<file path="src/rtl/loop_seq_ctrl_mux3_pkg.sv">
// Shared constants for the loop sequencer / 3:1 operand selector slice.
package loop_seq_ctrl_mux3_pkg;

  localparam int         DEF_DIN_WIDTH = 32;
  localparam int         DEF_SEL_WIDTH = 2;
  // Highest meaningful select index; anything at or above it picks din2.
  localparam logic [1:0] SEL_LAST      = 2'd2;

endpackage

</file>
<file path="src/rtl/loop_seq_ctrl_mux3_if.sv">
// Parent/loop-body handshake plus mux operand bus for loop_seq_ctrl_mux3.
interface loop_seq_ctrl_mux3_if
  import loop_seq_ctrl_mux3_pkg::*;
#(
  parameter int DIN_WIDTH = DEF_DIN_WIDTH,
  parameter int SEL_WIDTH = DEF_SEL_WIDTH
);

  logic                 ap_start;
  logic                 ap_ready;
  logic                 ap_done;
  logic                 ap_start_int;
  logic                 ap_loop_init;
  logic                 ap_ready_int;
  logic                 ap_loop_exit_ready;
  logic                 ap_loop_exit_done;
  logic                 ap_continue_int;
  logic [DIN_WIDTH-1:0] din0;
  logic [DIN_WIDTH-1:0] din1;
  logic [DIN_WIDTH-1:0] din2;
  logic [SEL_WIDTH-1:0] sel;
  logic [DIN_WIDTH-1:0] dout;

  modport master (
    output ap_start, ap_ready_int, ap_loop_exit_ready, ap_loop_exit_done,
    output din0, din1, din2, sel,
    input  ap_ready, ap_done, ap_start_int, ap_loop_init, ap_continue_int,
    input  dout
  );

  modport slave (
    input  ap_start, ap_ready_int, ap_loop_exit_ready, ap_loop_exit_done,
    input  din0, din1, din2, sel,
    output ap_ready, ap_done, ap_start_int, ap_loop_init, ap_continue_int,
    output dout
  );

endinterface

</file>
<file path="src/rtl/loop_seq_ctrl_mux3_sel.sv">
// Combinational 3:1 operand selector; select values past the last input alias din2.
module loop_mux3_sel
  import loop_seq_ctrl_mux3_pkg::*;
#(
  parameter int DIN_WIDTH = DEF_DIN_WIDTH,
  parameter int SEL_WIDTH = DEF_SEL_WIDTH
) (
  input  logic [SEL_WIDTH-1:0] sel_i,
  input  logic [DIN_WIDTH-1:0] din0_i,
  input  logic [DIN_WIDTH-1:0] din1_i,
  input  logic [DIN_WIDTH-1:0] din2_i,
  output logic [DIN_WIDTH-1:0] dout_o
);

  always_comb begin
    dout_o = din2_i;
    if (sel_i == '0) begin
      dout_o = din0_i;
    end else if (sel_i < SEL_WIDTH'(SEL_LAST)) begin
      dout_o = din1_i;
    end
  end

endmodule

</file>
<file path="src/rtl/loop_seq_ctrl_mux3.sv">
// Loop flow-control sequencer bridging parent ap_* handshake to the loop body,
// bundled with the 3:1 operand selector used by the loop body.
module loop_seq_ctrl_mux3
  import loop_seq_ctrl_mux3_pkg::*;
#(
  parameter int ID        = 1,
  parameter int NUM_STAGE = 1,
  parameter int DIN_WIDTH = DEF_DIN_WIDTH,
  parameter int SEL_WIDTH = DEF_SEL_WIDTH
) (
  input logic                ap_clk,
  input logic                ap_rst,
  loop_seq_ctrl_mux3_if.slave bus
);

  if (NUM_STAGE != 1 || ID < 0) begin : g_cfg_err
    $error("loop_seq_ctrl_mux3: only a combinational selector (NUM_STAGE=1) exists");
  end

  logic init_q, init_d;
  logic done_q, done_d;

  // Exit re-arms the init flag even if the body also consumed an iteration.
  always_comb begin
    init_d = init_q;
    if (bus.ap_loop_exit_ready) begin
      init_d = 1'b1;
    end else if (bus.ap_ready_int) begin
      init_d = 1'b0;
    end
  end

  // Remember completion until the parent issues a new start.
  always_comb begin
    done_d = done_q;
    if (bus.ap_loop_exit_done) begin
      done_d = 1'b1;
    end else if (bus.ap_start) begin
      done_d = 1'b0;
    end
  end

  always_ff @(posedge ap_clk or posedge ap_rst) begin
    if (ap_rst) begin
      init_q <= 1'b1;
      done_q <= 1'b0;
    end else begin
      init_q <= init_d;
      done_q <= done_d;
    end
  end

  assign bus.ap_start_int    = bus.ap_start;
  assign bus.ap_continue_int = 1'b1;
  assign bus.ap_ready        = bus.ap_loop_exit_ready;
  assign bus.ap_loop_init    = init_q & bus.ap_start;
  assign bus.ap_done         = bus.ap_loop_exit_done | (done_q & ~bus.ap_start);

  loop_mux3_sel #(
    .DIN_WIDTH (DIN_WIDTH),
    .SEL_WIDTH (SEL_WIDTH)
  ) u_sel (
    .sel_i  (bus.sel),
    .din0_i (bus.din0),
    .din1_i (bus.din1),
    .din2_i (bus.din2),
    .dout_o (bus.dout)
  );

endmodule

</file>
<file path="src/flat_wrapper.sv">
// flat-port wrapper written by rule: the top's interface ports become plain ports
module loop_seq_ctrl_mux3_flat import loop_seq_ctrl_mux3_pkg::*;
#(
  parameter int ID        = 1,
  parameter int NUM_STAGE = 1,
  parameter int DIN_WIDTH = DEF_DIN_WIDTH,
  parameter int SEL_WIDTH = DEF_SEL_WIDTH
)
  (ap_clk, ap_rst, bus_ap_start, bus_ap_ready_int, bus_ap_loop_exit_ready, bus_ap_loop_exit_done, bus_din0, bus_din1, bus_din2, bus_sel, bus_ap_ready, bus_ap_done, bus_ap_start_int, bus_ap_loop_init, bus_ap_continue_int, bus_dout);
  loop_seq_ctrl_mux3_if #(.DIN_WIDTH(DIN_WIDTH), .SEL_WIDTH(SEL_WIDTH)) bus_i ();
  input logic ap_clk;
  input logic ap_rst;
  input wire logic [$bits(bus_i.ap_start)-1:0] bus_ap_start;
  input wire logic [$bits(bus_i.ap_ready_int)-1:0] bus_ap_ready_int;
  input wire logic [$bits(bus_i.ap_loop_exit_ready)-1:0] bus_ap_loop_exit_ready;
  input wire logic [$bits(bus_i.ap_loop_exit_done)-1:0] bus_ap_loop_exit_done;
  input wire logic [$bits(bus_i.din0)-1:0] bus_din0;
  input wire logic [$bits(bus_i.din1)-1:0] bus_din1;
  input wire logic [$bits(bus_i.din2)-1:0] bus_din2;
  input wire logic [$bits(bus_i.sel)-1:0] bus_sel;
  output wire logic [$bits(bus_i.ap_ready)-1:0] bus_ap_ready;
  output wire logic [$bits(bus_i.ap_done)-1:0] bus_ap_done;
  output wire logic [$bits(bus_i.ap_start_int)-1:0] bus_ap_start_int;
  output wire logic [$bits(bus_i.ap_loop_init)-1:0] bus_ap_loop_init;
  output wire logic [$bits(bus_i.ap_continue_int)-1:0] bus_ap_continue_int;
  output wire logic [$bits(bus_i.dout)-1:0] bus_dout;
  assign bus_i.ap_start = bus_ap_start;
  assign bus_i.ap_ready_int = bus_ap_ready_int;
  assign bus_i.ap_loop_exit_ready = bus_ap_loop_exit_ready;
  assign bus_i.ap_loop_exit_done = bus_ap_loop_exit_done;
  assign bus_i.din0 = bus_din0;
  assign bus_i.din1 = bus_din1;
  assign bus_i.din2 = bus_din2;
  assign bus_i.sel = bus_sel;
  assign bus_ap_ready = bus_i.ap_ready;
  assign bus_ap_done = bus_i.ap_done;
  assign bus_ap_start_int = bus_i.ap_start_int;
  assign bus_ap_loop_init = bus_i.ap_loop_init;
  assign bus_ap_continue_int = bus_i.ap_continue_int;
  assign bus_dout = bus_i.dout;
  loop_seq_ctrl_mux3 #(.ID(ID), .NUM_STAGE(NUM_STAGE), .DIN_WIDTH(DIN_WIDTH), .SEL_WIDTH(SEL_WIDTH)) u_core (.ap_clk(ap_clk), .ap_rst(ap_rst), .bus(bus_i));
endmodule
</file>
<file path="config.mk">
export PLATFORM = sky130hd
export DESIGN_NAME = loop_seq_ctrl_mux3_flat
export DESIGN_NICKNAME = d
export VERILOG_FILES = /design/src/rtl/loop_seq_ctrl_mux3_pkg.sv /design/src/rtl/loop_seq_ctrl_mux3_if.sv /design/src/rtl/loop_seq_ctrl_mux3_sel.sv /design/src/rtl/loop_seq_ctrl_mux3.sv /design/src/flat_wrapper.sv
export SDC_FILE = /design/constraint.sdc
export NUM_CORES = 1
export LEC_CHECK = 0
export BUFFER_PORTS_ARGS = -buffer_cell sky130_fd_sc_hd__buf_2
export CORE_MARGIN = 3
export CORE_UTILIZATION = 28
export DETAILED_ROUTE_END_ITERATION = 6
export GPL_ROUTABILITY_DRIVEN = 0
export HOLD_SLACK_MARGIN = 0.03
export MAX_ROUTING_LAYER = met4
export PLACE_DENSITY = 0.87
export SLEW_MARGIN = 20
export SYNTH_ARGS = -nofsm -noshare
export SYNTH_HDL_FRONTEND = slang
export SYNTH_HIERARCHICAL = 1
export SYNTH_SLANG_ARGS = --single-unit
</file>
<file path="constraint.sdc">
create_clock -name ap_clk -period 1.2 [get_ports ap_clk]
set_input_delay 0.24 -clock ap_clk [delete_from_list [all_inputs] [get_ports ap_clk]]
set_output_delay 0.24 -clock ap_clk [all_outputs]
set_load 0.02 [all_outputs]
</file>
# After elaboration in Yosys (flattened, before gate mapping)
# Cells that the tools add are included.
totals:
  regBits: 2
  wordCells: 16
  inputBits: 104
  out_inout_bits: 37
classes:
  bitwise: 4
  n_reduce_logical: 3
  order_cmp: 1
  muxes: 6
op_table:
  columns: ["cell", "n"]
  rows:
  - ["$mux W32", 2]
  - ["$mux W1", 4]
  - ["$reduce_bool A2 Y1", 2]
  - ["$and A1 B1 Y1", 2]
  - ["$logic_not A2 Y1", 1]
  - ["$lt A2 B2 Y1 const B", 1]
  - ["$not A1 Y1", 1]
  - ["$or A1 B1 Y1", 1]

# Logic depth before layout (Yosys ltp)
logic_depth:
  ltp_word: 3
  depth_mapped: 4
  depth_no_buf: 2

# Modules after synthesis
# The synthesis kept the hierarchy.
by_module_without_submodules:
  columns: ["module", "area_each_um2", "seq_area_each_um2", "cells_per_inst", "instances"]
  rows:
  - ["loop_mux3_sel", 714.4, 0.0, 107, 1]
  - ["loop_seq_ctrl_mux3", 118.9, 51.3, 13, 1]

# Least setup slack after synthesis
# No wires, ideal clock.
synth_timing:
  path_type: "input port to output port"
  from: "input port bus_sel[0]"
  to: "output port bus_dout[28]"
  n_path_buf: 1
  path_slack_ns: 0.007
  arrival_time_ns: 0.953
  stages: 3
  cell_sequence: "buf_6 > mux2i_1 > o21ai_0"
synth_between:
  elab_chain_cells: 3
  elab_cells_between_ends: 4
synth_lines:
  columns: ["element", "line", "text"]
  rows:
  - ["from (decl)", "flat_wrapper.sv:20", "input wire logic [$bits(bus_i.sel)-1:0] bus_sel;"]
  - ["$lt A2 B2 Y1", "loop_seq_ctrl_mux3_sel.sv:19", "end else if (sel_i < SEL_WIDTH'(SEL_LAST)) begin"]
  - ["$mux W32", "loop_seq_ctrl_mux3_sel.sv:19", null]
  - ["$mux W32 *", "loop_seq_ctrl_mux3_sel.sv:17", "if (sel_i == '0) begin"]
  - ["to (decl)", "flat_wrapper.sv:26", "output wire logic [$bits(bus_i.dout)-1:0] bus_dout;"]
# Every way passes the cells marked *; elsewhere a longest branch is shown, timed or not.

# Final worst setup path
layout_timing:
  from: "register u_core.init_q"
  to: "output port bus_ap_loop_init"
layout_between:
  elab_chain_cells: 1
layout_lines:
  columns: ["element", "line", "text"]
  rows:
  - ["from (decl)", "loop_seq_ctrl_mux3.sv:20", "logic init_q, init_d;"]
  - ["from (signal assigned)", "loop_seq_ctrl_mux3.sv:48", "init_q <= init_d;"]
  - ["$and A1 B1 Y1", "loop_seq_ctrl_mux3.sv:56", "assign bus.ap_loop_init = init_q & bus.ap_start;"]
  - ["to (decl)", "flat_wrapper.sv:24", "output wire logic [$bits(bus_i.ap_loop_init)-1:0] bus_ap_loop_init;"]
# No other way between the ends.

==> summary.md <==
| Metric | Value |
|---|---|
| Die area | `3670 um2` |
| Count of final setup violators | `1` |
| Routed Antenna Nets | `0` |
| Num rows | `19` |
| Clock root buffer | `clkbuf_4` |
| CTS tree | `done` |
| Dpl hpwl | `2.61 mm` |
| Kind of critical path | `flop to output port` |
| Mux contribution to synthesized area | `38.4%` |
| Ant. Diodes | `0` |
| TNS Setup | `-0.0146 ns` |
| CTS Buf Count | `3` |
| VDD IR-drop max | `570 uV` |
| Mapped Cells | `120` |
| Synth Area in Simple Gates | `15.3%` |
| Gr ovfl total | `0` |
| Startpoint Class | `flop` |
| Vias | `1333` |
| Antenna violations before repair | `0` |
| Mapped Area | `833 um2` |
| RSZ-0062 raised after global routing | `yes` |
| Mean Syn Cell Area | `6.94 um2` |
| First-pass GRT wire length | `4.22 mm` |
| Register area share after synthesis | `6.16%` |
| Fin worst setup slack | `-0.0146 ns` |
| DRC violations left | `0` |
| Worst min path class | `input port to flop` |
| Core area | `2810 um2` |
| Final nets | `363` |
| CTS Sinks | `2` |
| Final hold violation count | `0` |
| 1st-iter DRT viols | `47` |
| Compound-gate portion of the synthesized area | `22.8%` |
| Worst Skew | `0 ns` |
| Synth-to-layout area growth | `107%` |
| CP max FO | `2` |
| I/O pins | `141` |
| Tot Pwr | `0.968 mW` |
| Max Fclk | `823 MHz` |
| Post-synthesis cell type count | `15` |
| Starting Density | `29.7%` |
| Final Critical Period | `1.21 ns` |
| Max Cap Viol | `0` |
| Post-Route WL | `3.42 mm` |
| Seq cells post-synth | `2` |
| Avg WL per Cell | `11.8 um` |
| Via density | `4.61` |
| Status | `finished, violations left` |
| Slew Viols, Final | `0` |
| Fillers | `269` |
| Failing checks | `setup timing` |
| Worst Path Arrival | `0.97 ns` |
| Crit end category | `output port` |
| Pre-antenna DRT Iters | `3` |
| Total track usage | `14.7%` |
| Post-Synth Adder-Cell Area | `0%` |
| Clk slew on worst S/H paths | `0.04 ns` |
| Vias in the first global route | `1054` |
| Syn Nets | `224` |
| Share of layout cells above drive strength 1 | `60.9%` |
| Commonest non-fill, non-tap cells in the layout | `125 x buf_2, 32 x nand2_1, 30 x o21ai_1` |
| Fin crit share | `101%` |
| CTS max path bufs | `2` |
| Synth Area in XOR/XNOR | `0%` |
| Worst EP required | `0.96 ns` |
| Die X | `60.6 um` |
| Most common cell after layout, fill and taps aside | `buf_2` |
| Leakage | `1.04 nW` |
| Internal reg-to-reg setup slack | `0.52 ns` |
| CTS H-tree lvls | `1` |
| Largest net degree at the start of global routing | `37` |
| Ys Warns | `6` |
| Die Ht | `60.6 um` |
| PwrDens | `561 nW/um2` |
| Port buffer count | `139` |
| Largest family of logic cells by synthesized area | `multiplexers` |
| Clk Latency, worst-skew pair | `0.23 ns` |
==> cells by family after synthesis <==
group                  Yosys count
multiplexers                    32
flip-flops                       2
AND/OR/NAND/NOR                 33
AO/OA/AOI/OAI                   35
other                            1
buffers and inverters           17
==> layout make-up <==
| cell class | instances | area (um2) | share of cell area, % |
|---|---|---|---|
| Multi-Input combinational cell | 101 | 654 | 37.9 |
| Tap cell | 31 | 38.8 | 2.25 |
| Sequential cell | 2 | 51.3 | 2.97 |
| Clock buffer | 4 | 26.3 | 1.52 |
| Inverter | 3 | 11.3 | 0.653 |
| Timing Repair Buffer | 148 | 943 | 54.7 |
==> sequential cells by signal (all words and copies together) (netlist names) <==
| name | flops |
|---|---|
| u_core/init_q | 1 |
| u_core/done_q | 1 |
==> synthesized netlist by cell type <==
master    n  area share [%]
o21ai_1  28              17
buf_4     3             2.7
dfstp_2   1             3.2
buf_12    3             7.2
o21ai_0   2             1.2
buf_6     1             1.4
inv_1     3             1.4
conb_1    1            0.45
a21o_1    3             2.7
buf_2     7             4.2
mux2i_1  32              38
nand2_1  32              14
dfrtp_1   1             3.0
and2_2    1            0.90
o21ai_2   2             2.1
==> repair_timing <==
action / CTS / global route
setup buffers: 0 / 0
hold endpoints to repair: 1 / 0
endpoints found under the setup margin: 33 / 23
hold buffers: 1 / 0
gates resized for setup: 9 / 17
cloned: 1 / 3
pin swaps: 0 / 1
==> metal layers <==
layer	vias to the layer above	global-route usage [%]	wire length (um)
met5	-	-	0
met4	0	0.929	0
met3	0	1.28	383
met2	72	30.4	1820
met1	577	15.5	1220
li1	684	-	-
==> stage by stage <==
stage / utilization [%] / std cells / setup slack [ns] / hold WS [ns] / area, um2
after global placement: 54.1 / 280 / -0.0541 / 0.0908 / 1520
after CTS: 57.2 / 286 / -0.0403 / 0.204 / 1610
after floorplan: - / 120 / 0.00688 / -0.0195 / 833
after global routing: 61.5 / 289 / -0.0406 / 0.221 / 1730
after detailed placement: 54.1 / 280 / -0.0612 / 0.0959 / 1520
final: 61.5 / 289 / -0.0146 / 0.207 / 1730
==> report_power, final <==
part	internal [mW]	switching, mW
clock network	0.124	0.0428
registers	0.0742	0.00257
logic	0.371	0.353
total	0.569	0.398
==> worst max-delay path: stages (launching register included) <==
cell     delay, ns
dfstp_2       0.52
and2_4        0.13
buf_6         0.10
==> final timing paths <==
path | startpoint | end | depth (start not counted)
max | u_core/init_q$_DFFE_PP1P_ | bus_ap_loop_init | 2
min | bus_ap_loop_exit_done | u_core/done_q$_DFFE_PP0P_ | 2
max reg2reg | u_core/init_q$_DFFE_PP1P_ | u_core/init_q$_DFFE_PP1P_ | 1
min reg2reg | u_core/done_q$_DFFE_PP0P_ | u_core/done_q$_DFFE_PP0P_ | 1
max in group asynchronous | ap_rst | u_core/init_q$_DFFE_PP1P_ | 3
min in group asynchronous | ap_rst | u_core/done_q$_DFFE_PP0P_ | 3
Note: power is estimated with default switching activity, not from simulation.
